**config.mk**
```make
export PLATFORM = sky130hd
export DESIGN_NAME = dfdd_pixel_source_flat
export DESIGN_NICKNAME = d
export VERILOG_FILES = /design/src/rtl/dfdd_pixel_source_if.sv /design/src/rtl/dfdd_pixel_source.sv /design/src/flat_wrapper.sv
export SDC_FILE = /design/constraint.sdc
export NUM_CORES = 1
export LEC_CHECK = 0
export CORE_UTILIZATION = 51
export DETAILED_ROUTE_END_ITERATION = 16
export GPL_ROUTABILITY_DRIVEN = 1
export MAX_ROUTING_LAYER = met4
export PLACE_DENSITY = 0.74
export RECOVER_POWER = 25
export SETUP_SLACK_MARGIN = 0.05
export SYNTH_ARGS = -nofsm -noshare
export SYNTH_HDL_FRONTEND = slang
export SYNTH_SLANG_ARGS = --single-unit
```
**constraint.sdc**
```tcl
create_clock -name clk_i -period 2.7 [get_ports clk_i]
set_input_delay 0.27 -clock clk_i [delete_from_list [all_inputs] [get_ports clk_i]]
set_output_delay 0.27 -clock clk_i [all_outputs]
set_load 0.02 [all_outputs]
```
**src/rtl/dfdd_pixel_source_if.sv**
```systemverilog
// rtl/dfdd_pixel_source_if.sv - uint8 pixel input stream and FP pixel output stream of the DFDD feeder
// master drives samples and observes results; slave is the feeder itself.
interface dfdd_pixel_source_if #(
   parameter int EXP_WIDTH  = 5,
   parameter int FRAC_WIDTH = 10
);
   localparam int FP_WIDTH = 1 + EXP_WIDTH + FRAC_WIDTH;

   logic [7:0]          rho_plus_uint8_i;
   logic [7:0]          rho_minus_uint8_i;
   logic                sof_i;
   logic                valid_i;
   logic [FP_WIDTH-1:0] i_rho_plus_o;
   logic [FP_WIDTH-1:0] i_rho_minus_o;
   logic [15:0]         col_o;
   logic [15:0]         row_o;
   logic                valid_o;
   logic                frame_done_o;
   logic                sof_err_o;

   modport master (
      output rho_plus_uint8_i, rho_minus_uint8_i, sof_i, valid_i,
      input  i_rho_plus_o, i_rho_minus_o, col_o, row_o, valid_o, frame_done_o, sof_err_o
   );

   modport slave (
      input  rho_plus_uint8_i, rho_minus_uint8_i, sof_i, valid_i,
      output i_rho_plus_o, i_rho_minus_o, col_o, row_o, valid_o, frame_done_o, sof_err_o
   );
endinterface

```
**src/rtl/dfdd_pixel_source.sv**
```systemverilog
// rtl/dfdd_pixel_source.sv - uint8 to FP converter and raster tagger feeding the DFDD core
// Two-stage valid-only pipeline; the interface instance must use the same EXP/FRAC widths.
module dfdd_pixel_source #(
   parameter int EXP_WIDTH  = 5,
   parameter int FRAC_WIDTH = 10,
   parameter int IMG_WIDTH  = 640,
   parameter int IMG_HEIGHT = 480
) (
   input  logic                 clk_i,
   input  logic                 rst_i,
   dfdd_pixel_source_if.slave   pix
);
   localparam int FP_WIDTH_REG = 1 + EXP_WIDTH + FRAC_WIDTH;
   localparam logic [15:0] COL_LAST = 16'(IMG_WIDTH - 1);
   localparam logic [15:0] ROW_LAST = 16'(IMG_HEIGHT - 1);
   localparam logic [EXP_WIDTH-1:0] BIAS = EXP_WIDTH'((1 << (EXP_WIDTH - 1)) - 1);

   function automatic logic [2:0] lead_one(input logic [7:0] v);
      logic [2:0] p;
      p = '0;
      for (int i = 0; i < 8; i++) begin
         if (v[i]) p = 3'(i);
      end
      return p;
   endfunction

   // Bits below the leading one, MSB-first into the fraction; excess LSBs drop (round toward zero).
   function automatic logic [FRAC_WIDTH-1:0] frac_align(input logic [7:0] v, input logic [2:0] p);
      logic [FRAC_WIDTH-1:0] f;
      int src;
      f = '0;
      for (int i = 0; i < FRAC_WIDTH; i++) begin
         src = int'(p) - 1 - i;
         if (src >= 0) f[FRAC_WIDTH-1-i] = v[3'(src)];
      end
      return f;
   endfunction

   function automatic logic [FP_WIDTH_REG-1:0] pack_fp(input logic [7:0] v, input logic [2:0] p);
      if (v == 8'd0) return '0;
      return {1'b0, EXP_WIDTH'(p) + BIAS, frac_align(v, p)};
   endfunction

   logic [15:0] col_cnt_q, col_cnt_d, row_cnt_q, row_cnt_d;
   logic [15:0] col_asg, row_asg;
   logic        sof_err_q, sof_err_d;

   logic        s1_valid_q;
   logic [7:0]  s1_plus_q, s1_minus_q;
   logic [2:0]  s1_p_plus_q, s1_p_minus_q;
   logic [15:0] s1_col_q, s1_row_q;

   logic                    s2_valid_q, s2_fd_q;
   logic [FP_WIDTH_REG-1:0] s2_plus_q, s2_minus_q, s2_plus_d, s2_minus_d;
   logic [15:0]             s2_col_q, s2_row_q;

   always_comb begin
      col_asg   = pix.sof_i ? 16'd0 : col_cnt_q;
      row_asg   = pix.sof_i ? 16'd0 : row_cnt_q;
      col_cnt_d = col_cnt_q;
      row_cnt_d = row_cnt_q;
      sof_err_d = sof_err_q;
      if (pix.valid_i) begin
         if (col_asg == COL_LAST) begin
            col_cnt_d = 16'd0;
            row_cnt_d = (row_asg == ROW_LAST) ? 16'd0 : row_asg + 16'd1;
         end else begin
            col_cnt_d = col_asg + 16'd1;
            row_cnt_d = row_asg;
         end
         // A sof arriving anywhere but (0,0) means the previous frame came up short.
         if (pix.sof_i && ((col_cnt_q != 16'd0) || (row_cnt_q != 16'd0))) sof_err_d = 1'b1;
      end
   end

   always_comb begin
      s2_plus_d  = pack_fp(s1_plus_q, s1_p_plus_q);
      s2_minus_d = pack_fp(s1_minus_q, s1_p_minus_q);
   end

   always_ff @(posedge clk_i) begin
      if (rst_i) begin
         col_cnt_q    <= '0;
         row_cnt_q    <= '0;
         sof_err_q    <= 1'b0;
         s1_valid_q   <= 1'b0;
         s1_plus_q    <= '0;
         s1_minus_q   <= '0;
         s1_p_plus_q  <= '0;
         s1_p_minus_q <= '0;
         s1_col_q     <= '0;
         s1_row_q     <= '0;
         s2_valid_q   <= 1'b0;
         s2_fd_q      <= 1'b0;
         s2_plus_q    <= '0;
         s2_minus_q   <= '0;
         s2_col_q     <= '0;
         s2_row_q     <= '0;
      end else begin
         col_cnt_q  <= col_cnt_d;
         row_cnt_q  <= row_cnt_d;
         sof_err_q  <= sof_err_d;
         s1_valid_q <= pix.valid_i;
         if (pix.valid_i) begin
            s1_plus_q    <= pix.rho_plus_uint8_i;
            s1_minus_q   <= pix.rho_minus_uint8_i;
            s1_p_plus_q  <= lead_one(pix.rho_plus_uint8_i);
            s1_p_minus_q <= lead_one(pix.rho_minus_uint8_i);
            s1_col_q     <= col_asg;
            s1_row_q     <= row_asg;
         end
         s2_valid_q <= s1_valid_q;
         s2_fd_q    <= s1_valid_q && (s1_col_q == COL_LAST) && (s1_row_q == ROW_LAST);
         // Data outputs hold through idle cycles.
         if (s1_valid_q) begin
            s2_plus_q  <= s2_plus_d;
            s2_minus_q <= s2_minus_d;
            s2_col_q   <= s1_col_q;
            s2_row_q   <= s1_row_q;
         end
      end
   end

   assign pix.i_rho_plus_o  = s2_plus_q;
   assign pix.i_rho_minus_o = s2_minus_q;
   assign pix.col_o         = s2_col_q;
   assign pix.row_o         = s2_row_q;
   assign pix.valid_o       = s2_valid_q;
   assign pix.frame_done_o  = s2_fd_q;
   assign pix.sof_err_o     = sof_err_q;
endmodule

```
**src/flat_wrapper.sv**
```systemverilog
// flat-port wrapper written by rule: the top's interface ports become plain ports
module dfdd_pixel_source_flat 
#(
   parameter int EXP_WIDTH  = 5,
   parameter int FRAC_WIDTH = 10,
   parameter int IMG_WIDTH  = 640,
   parameter int IMG_HEIGHT = 480
)
  (clk_i, rst_i, pix_rho_plus_uint8_i, pix_rho_minus_uint8_i, pix_sof_i, pix_valid_i, pix_i_rho_plus_o, pix_i_rho_minus_o, pix_col_o, pix_row_o, pix_valid_o, pix_frame_done_o, pix_sof_err_o);
  dfdd_pixel_source_if #(.EXP_WIDTH(EXP_WIDTH), .FRAC_WIDTH(FRAC_WIDTH)) pix_i ();
  input  logic clk_i;
  input  logic rst_i;
  input wire logic [$bits(pix_i.rho_plus_uint8_i)-1:0] pix_rho_plus_uint8_i;
  input wire logic [$bits(pix_i.rho_minus_uint8_i)-1:0] pix_rho_minus_uint8_i;
  input wire logic [$bits(pix_i.sof_i)-1:0] pix_sof_i;
  input wire logic [$bits(pix_i.valid_i)-1:0] pix_valid_i;
  output wire logic [$bits(pix_i.i_rho_plus_o)-1:0] pix_i_rho_plus_o;
  output wire logic [$bits(pix_i.i_rho_minus_o)-1:0] pix_i_rho_minus_o;
  output wire logic [$bits(pix_i.col_o)-1:0] pix_col_o;
  output wire logic [$bits(pix_i.row_o)-1:0] pix_row_o;
  output wire logic [$bits(pix_i.valid_o)-1:0] pix_valid_o;
  output wire logic [$bits(pix_i.frame_done_o)-1:0] pix_frame_done_o;
  output wire logic [$bits(pix_i.sof_err_o)-1:0] pix_sof_err_o;
  assign pix_i.rho_plus_uint8_i = pix_rho_plus_uint8_i;
  assign pix_i.rho_minus_uint8_i = pix_rho_minus_uint8_i;
  assign pix_i.sof_i = pix_sof_i;
  assign pix_i.valid_i = pix_valid_i;
  assign pix_i_rho_plus_o = pix_i.i_rho_plus_o;
  assign pix_i_rho_minus_o = pix_i.i_rho_minus_o;
  assign pix_col_o = pix_i.col_o;
  assign pix_row_o = pix_i.row_o;
  assign pix_valid_o = pix_i.valid_o;
  assign pix_frame_done_o = pix_i.frame_done_o;
  assign pix_sof_err_o = pix_i.sof_err_o;
  dfdd_pixel_source #(.EXP_WIDTH(EXP_WIDTH), .FRAC_WIDTH(FRAC_WIDTH), .IMG_WIDTH(IMG_WIDTH), .IMG_HEIGHT(IMG_HEIGHT)) u_core (.clk_i(clk_i), .rst_i(rst_i), .pix(pix_i));
endmodule
```
==> reports/metrics.json <==
{
  "power": {
    "power.leakage_nw": 3.41,
    "ir_worst_vdd_mv": 0.351,
    "power_density_nw_per_um2": 596
  },
  "placed_design": {
    "portBuffers": 80,
    "gpl.final_weighted_congestion": 0.945,
    "place_hpwl_um": 12000,
    "placed_cells_incl_taps": 1064
  },
  "die": {
    "io_pins": 87,
    "core_area_um2": 13900,
    "initial_core_util_pct": 52.5,
    "dieHeight_um": 122,
    "floorplan.rows": 43,
    "fp.dieW_um": 122,
    "die-area_um2": 14800
  },
  "timing": {
    "final.setup_skew_ns": 0.00828,
    "setup_repair_after_global_routing_missed_its_margin": "no",
    "final.period_utilization_pct": 86.6,
    "fmax_mhz": 428,
    "hold_violations": 0,
    "maxSlewViolCount": 43,
    "timing.final.setup_violations": 0,
    "setup_tns_ns": 0,
    "timing.max_slew.rel_slack_pct": -25.3,
    "worstMarginPinSlew_ns": 1.88,
    "min_period_ns": 2.34
  },
  "route": {
    "detail_route.first_pass.iterations": 5,
    "drt-vias-per-instance": 5.75,
    "drt_wl_total_um": 17400,
    "detail-route-antenna-nets": 0,
    "detailedRoute.firstIterationViolations": 542,
    "routedWlPerCell_um": 15.9,
    "vias": 6306,
    "drc": 0
  },
  "finish": {
    "stdcell_count": 1096,
    "area_of_combinational_cells_with_multiple_inputs_um2": 3980,
    "final_layout_size_suffix_gt1_share_pct": 10.8,
    "finalNetCount": 943,
    "num_antenna_cells": 0,
    "area_growth_pct": 22.1,
    "fillers": 1162,
    "final-seq-area_um2": 2960
  },
  "grt": {
    "grt_pass1_vias": 5687,
    "global_route.usage.total_pct": 25.5,
    "grt_antenna_before_repair": 0,
    "wire_length_of_the_first_global_routing_pass_um": 29000,
    "largest_net_degree_at_the_start_of_global_routing": 57,
    "total_congestion_overflow": 0
  },
  "worst_setup_path": {
    "timing.critical_path.buf_inv": 2,
    "crit_path_cell_trace": "clkbuf_1 > buf_2 > a221oi_1",
    "setup.worst_path.start_class": "input port",
    "cpLargestDelayFamily": "buffers and inverters",
    "path_class": "in2reg",
    "worstSetupEndpointType": "register",
    "cp.required_ns": 2.96,
    "cp_slowest_cell": "sky130_fd_sc_hd__clkbuf_1",
    "crit_fanout": 44,
    "crit_path_max_incr_delay_ns": 1.32,
    "critPathArrivalTime_ns": 2.59
  },
  "yosys": {
    "yosys_register_bits": 148,
    "netlist_area_pre_place_um2": 7280,
    "seq_area_frac_synth_pct": 40.7,
    "postSynthCellCount": 835,
    "synthesis.area_per_instance_um2": 8.72,
    "synth_enable_flop_cells": 0,
    "synth-async-reset-ratio_pct": 0,
    "postSynth.topFlopCell": "sky130_fd_sc_hd__dfxtp_1",
    "post_synth_num_cell_types": 59,
    "ys.warnings.count": 0
  },
  "clocking": {
    "cts_tree": "yes",
    "post_cts_buffers": 0,
    "clock_root_buffer_master": "sky130_fd_sc_hd__clkbuf_16",
    "clk_latency_ns": 0.42,
    "clkSinkCount": 148,
    "postCtsResizedCells": 0,
    "clk_transition_reported_paths_ns": 0.06,
    "ctsLongestPathBuffers": 2,
    "ctsHtreeMaxLevel": 4,
    "cts_hold_buffers": 0,
    "cts_inserted_buffers": 17
  },
  "outcome": {
    "outcome": "finished with violations",
    "violations": "max-capacitance violations, max-slew violations"
  },
  "hold_path": {
    "holdCritPathClass": "in2reg"
  },
  "flow_run": {
    "drv.max_cap_violation_count": 1
  }
}
-- synthesized netlist by cell type (3+ instances only) --
library cell                instances  area [um^2]
sky130_fd_sc_hd__a22oi_1            3         22.5
sky130_fd_sc_hd__mux2_2            18          203
sky130_fd_sc_hd__o21ai_0           23          115
sky130_fd_sc_hd__nand2_1           69          259
sky130_fd_sc_hd__nor2_1           133          499
sky130_fd_sc_hd__nand3_1           24          120
sky130_fd_sc_hd__a41oi_1            3         26.3
sky130_fd_sc_hd__buf_1             10         37.5
sky130_fd_sc_hd__a31oi_1            9         56.3
sky130_fd_sc_hd__buf_4              8         60.1
sky130_fd_sc_hd__a32oi_1           13          114
sky130_fd_sc_hd__nand3b_1           5         37.5
sky130_fd_sc_hd__inv_1             19         71.3
sky130_fd_sc_hd__nor4_1            16          100
sky130_fd_sc_hd__nand4b_1           5         43.8
sky130_fd_sc_hd__clkbuf_1          47          176
sky130_fd_sc_hd__dfxtp_1          148         2960
sky130_fd_sc_hd__ha_1              20          250
sky130_fd_sc_hd__or2_2              5         31.3
sky130_fd_sc_hd__mux2i_1           83          831
sky130_fd_sc_hd__a21oi_1           46          230
sky130_fd_sc_hd__nor2b_1           16          100
sky130_fd_sc_hd__a311oi_1           4         35.0
sky130_fd_sc_hd__a2bb2oi_1         14          123
sky130_fd_sc_hd__mux4_2             6          135
sky130_fd_sc_hd__and3_1             3         18.8
sky130_fd_sc_hd__nand4_1           14         87.6
sky130_fd_sc_hd__nor3_1             7         35.0
sky130_fd_sc_hd__or3_1              4         25.0
sky130_fd_sc_hd__xor2_1             7         61.3
sky130_fd_sc_hd__a221oi_1           4         35.0
sky130_fd_sc_hd__nand2b_1           9         56.3
-- kinds of logic after synthesis --
kind of cell / synth area share [%]
DFF: 40.7
muxes: 16.0
and+or+nand+nor: 21.8
buffers and inverters: 4.95
AOI/OAI and AO/OA: 12.2
xor gates and xnor gates: 0.842
adders and majority gates: 3.44
other: 0.0515
-- worst register-to-register path: cells and delay by family, from the launching register on --
family | cells | cell delay, ns
buffers and inverters | 1 | 0.20
AOI/OAI and AO/OA | 1 | 0.16
DFF | 1 | 0.35
and+or+nand+nor | 4 | 1.52
-- registers in the layout, summed over array words and instances (netlist names), 3 cells and up --
name	flops
u_core.col_cnt_q	16
u_core.pix.col_o	16
u_core.pix.i_rho_minus_o	13
u_core.pix.i_rho_plus_o	13
u_core.pix.row_o	16
u_core.row_cnt_q	16
u_core.s1_col_q	16
u_core.s1_minus_q	8
u_core.s1_p_minus_q	3
u_core.s1_p_plus_q	3
u_core.s1_plus_q	8
u_core.s1_row_q	16
-- report_power, final --
| group | internal, mW | leakage, nW | switching, mW |
|---|---|---|---|
| clock | 1.47 | 0.293 | 0.941 |
| sequential | 2.22 | 1.20 | 0.0364 |
| combinational | 0.272 | 1.92 | 0.359 |
| total | 3.96 | 3.41 | 1.34 |
-- layout by cell type (no fill, tap or decap), types with 5 or more instances in the layout --
| cell type | instances |
|---|---|
| sky130_fd_sc_hd__nor4_1 | 16 |
| sky130_fd_sc_hd__nand3_1 | 24 |
| sky130_fd_sc_hd__nand4b_1 | 5 |
| sky130_fd_sc_hd__nor3_1 | 7 |
| sky130_fd_sc_hd__nand2_1 | 69 |
| sky130_fd_sc_hd__a2bb2oi_1 | 14 |
| sky130_fd_sc_hd__nand3b_1 | 5 |
| sky130_fd_sc_hd__mux4_2 | 6 |
| sky130_fd_sc_hd__conb_1 | 6 |
| sky130_fd_sc_hd__a21oi_1 | 46 |
| sky130_fd_sc_hd__nand2b_1 | 9 |
| sky130_fd_sc_hd__dfxtp_1 | 147 |
| sky130_fd_sc_hd__mux2_2 | 18 |
| sky130_fd_sc_hd__nor2b_1 | 16 |
| sky130_fd_sc_hd__clkbuf_16 | 17 |
| sky130_fd_sc_hd__or2_2 | 5 |
| sky130_fd_sc_hd__inv_1 | 19 |
| sky130_fd_sc_hd__mux2i_1 | 83 |
| sky130_fd_sc_hd__clkdlybuf4s50_1 | 78 |
| sky130_fd_sc_hd__ha_1 | 20 |
| sky130_fd_sc_hd__buf_4 | 26 |
| sky130_fd_sc_hd__xor2_1 | 7 |
| sky130_fd_sc_hd__nor2_1 | 133 |
| sky130_fd_sc_hd__a32oi_1 | 13 |
| sky130_fd_sc_hd__nand4_1 | 14 |
| sky130_fd_sc_hd__a31oi_1 | 9 |
| sky130_fd_sc_hd__o21ai_0 | 23 |
-- per-stage QoR --
| step | power [mW] | utilization [%] | area [um^2] | hold WS [ns] | setup WS (ns) |
|---|---|---|---|---|---|
| after floorplan | 2.77 | - | 7300 | 0.373 | 0.220 |
| after global placement | 2.92 | 59.7 | 8290 | 0.451 | 0.129 |
| after global routing | 5.50 | 64.1 | 8890 | 0.257 | 0.109 |
| final | 5.30 | 64.1 | 8890 | 0.269 | 0.362 |
| after CTS | 5.34 | 64.1 | 8900 | 0.235 | 0.423 |
| after detailed placement | 2.93 | 59.7 | 8290 | 0.456 | 0.0130 |
-- final timing paths --
| kind | startpoint | endpoint | slack (ns) | cells after the start |
|---|---|---|---|---|
| hold / removal | pix_valid_i | u_core.s1_row_q[5] | 0.27 | 3 |
| setup reg to reg | u_core.col_cnt_q[12] | u_core.row_cnt_q[5] | 0.38 | 6 |
| setup / recovery | rst_i | u_core.s1_p_minus_q[0] | 0.36 | 3 |
| hold reg to reg | u_core.pix.i_rho_minus_o[11] | u_core.pix.i_rho_minus_o[11] | 0.46 | 2 |
-- cell type report --
type                       instances  share of cell area, %
clock buffer                      18                   4.83
clock inverter                    14                   2.01
inverter                          23                  0.971
multi-input combinational        604                   44.7
sequential                       148                   33.3
tap                              180                   2.53
timing repair buffer             109                   11.6
-- per-layer routing --
| layer | wire [um] | GRT usage [%] | vias up |
|---|---|---|---|
| li1 | - | - | 3100 |
| met1 | 8420 | 35.2 | 2985 |
| met2 | 7750 | 36.8 | 196 |
| met3 | 945 | 4.37 | 25 |
| met4 | 299 | 10.3 | 0 |
| met5 | 0 | - | - |
No activity file was read; power rests on OpenSTA's default activity.
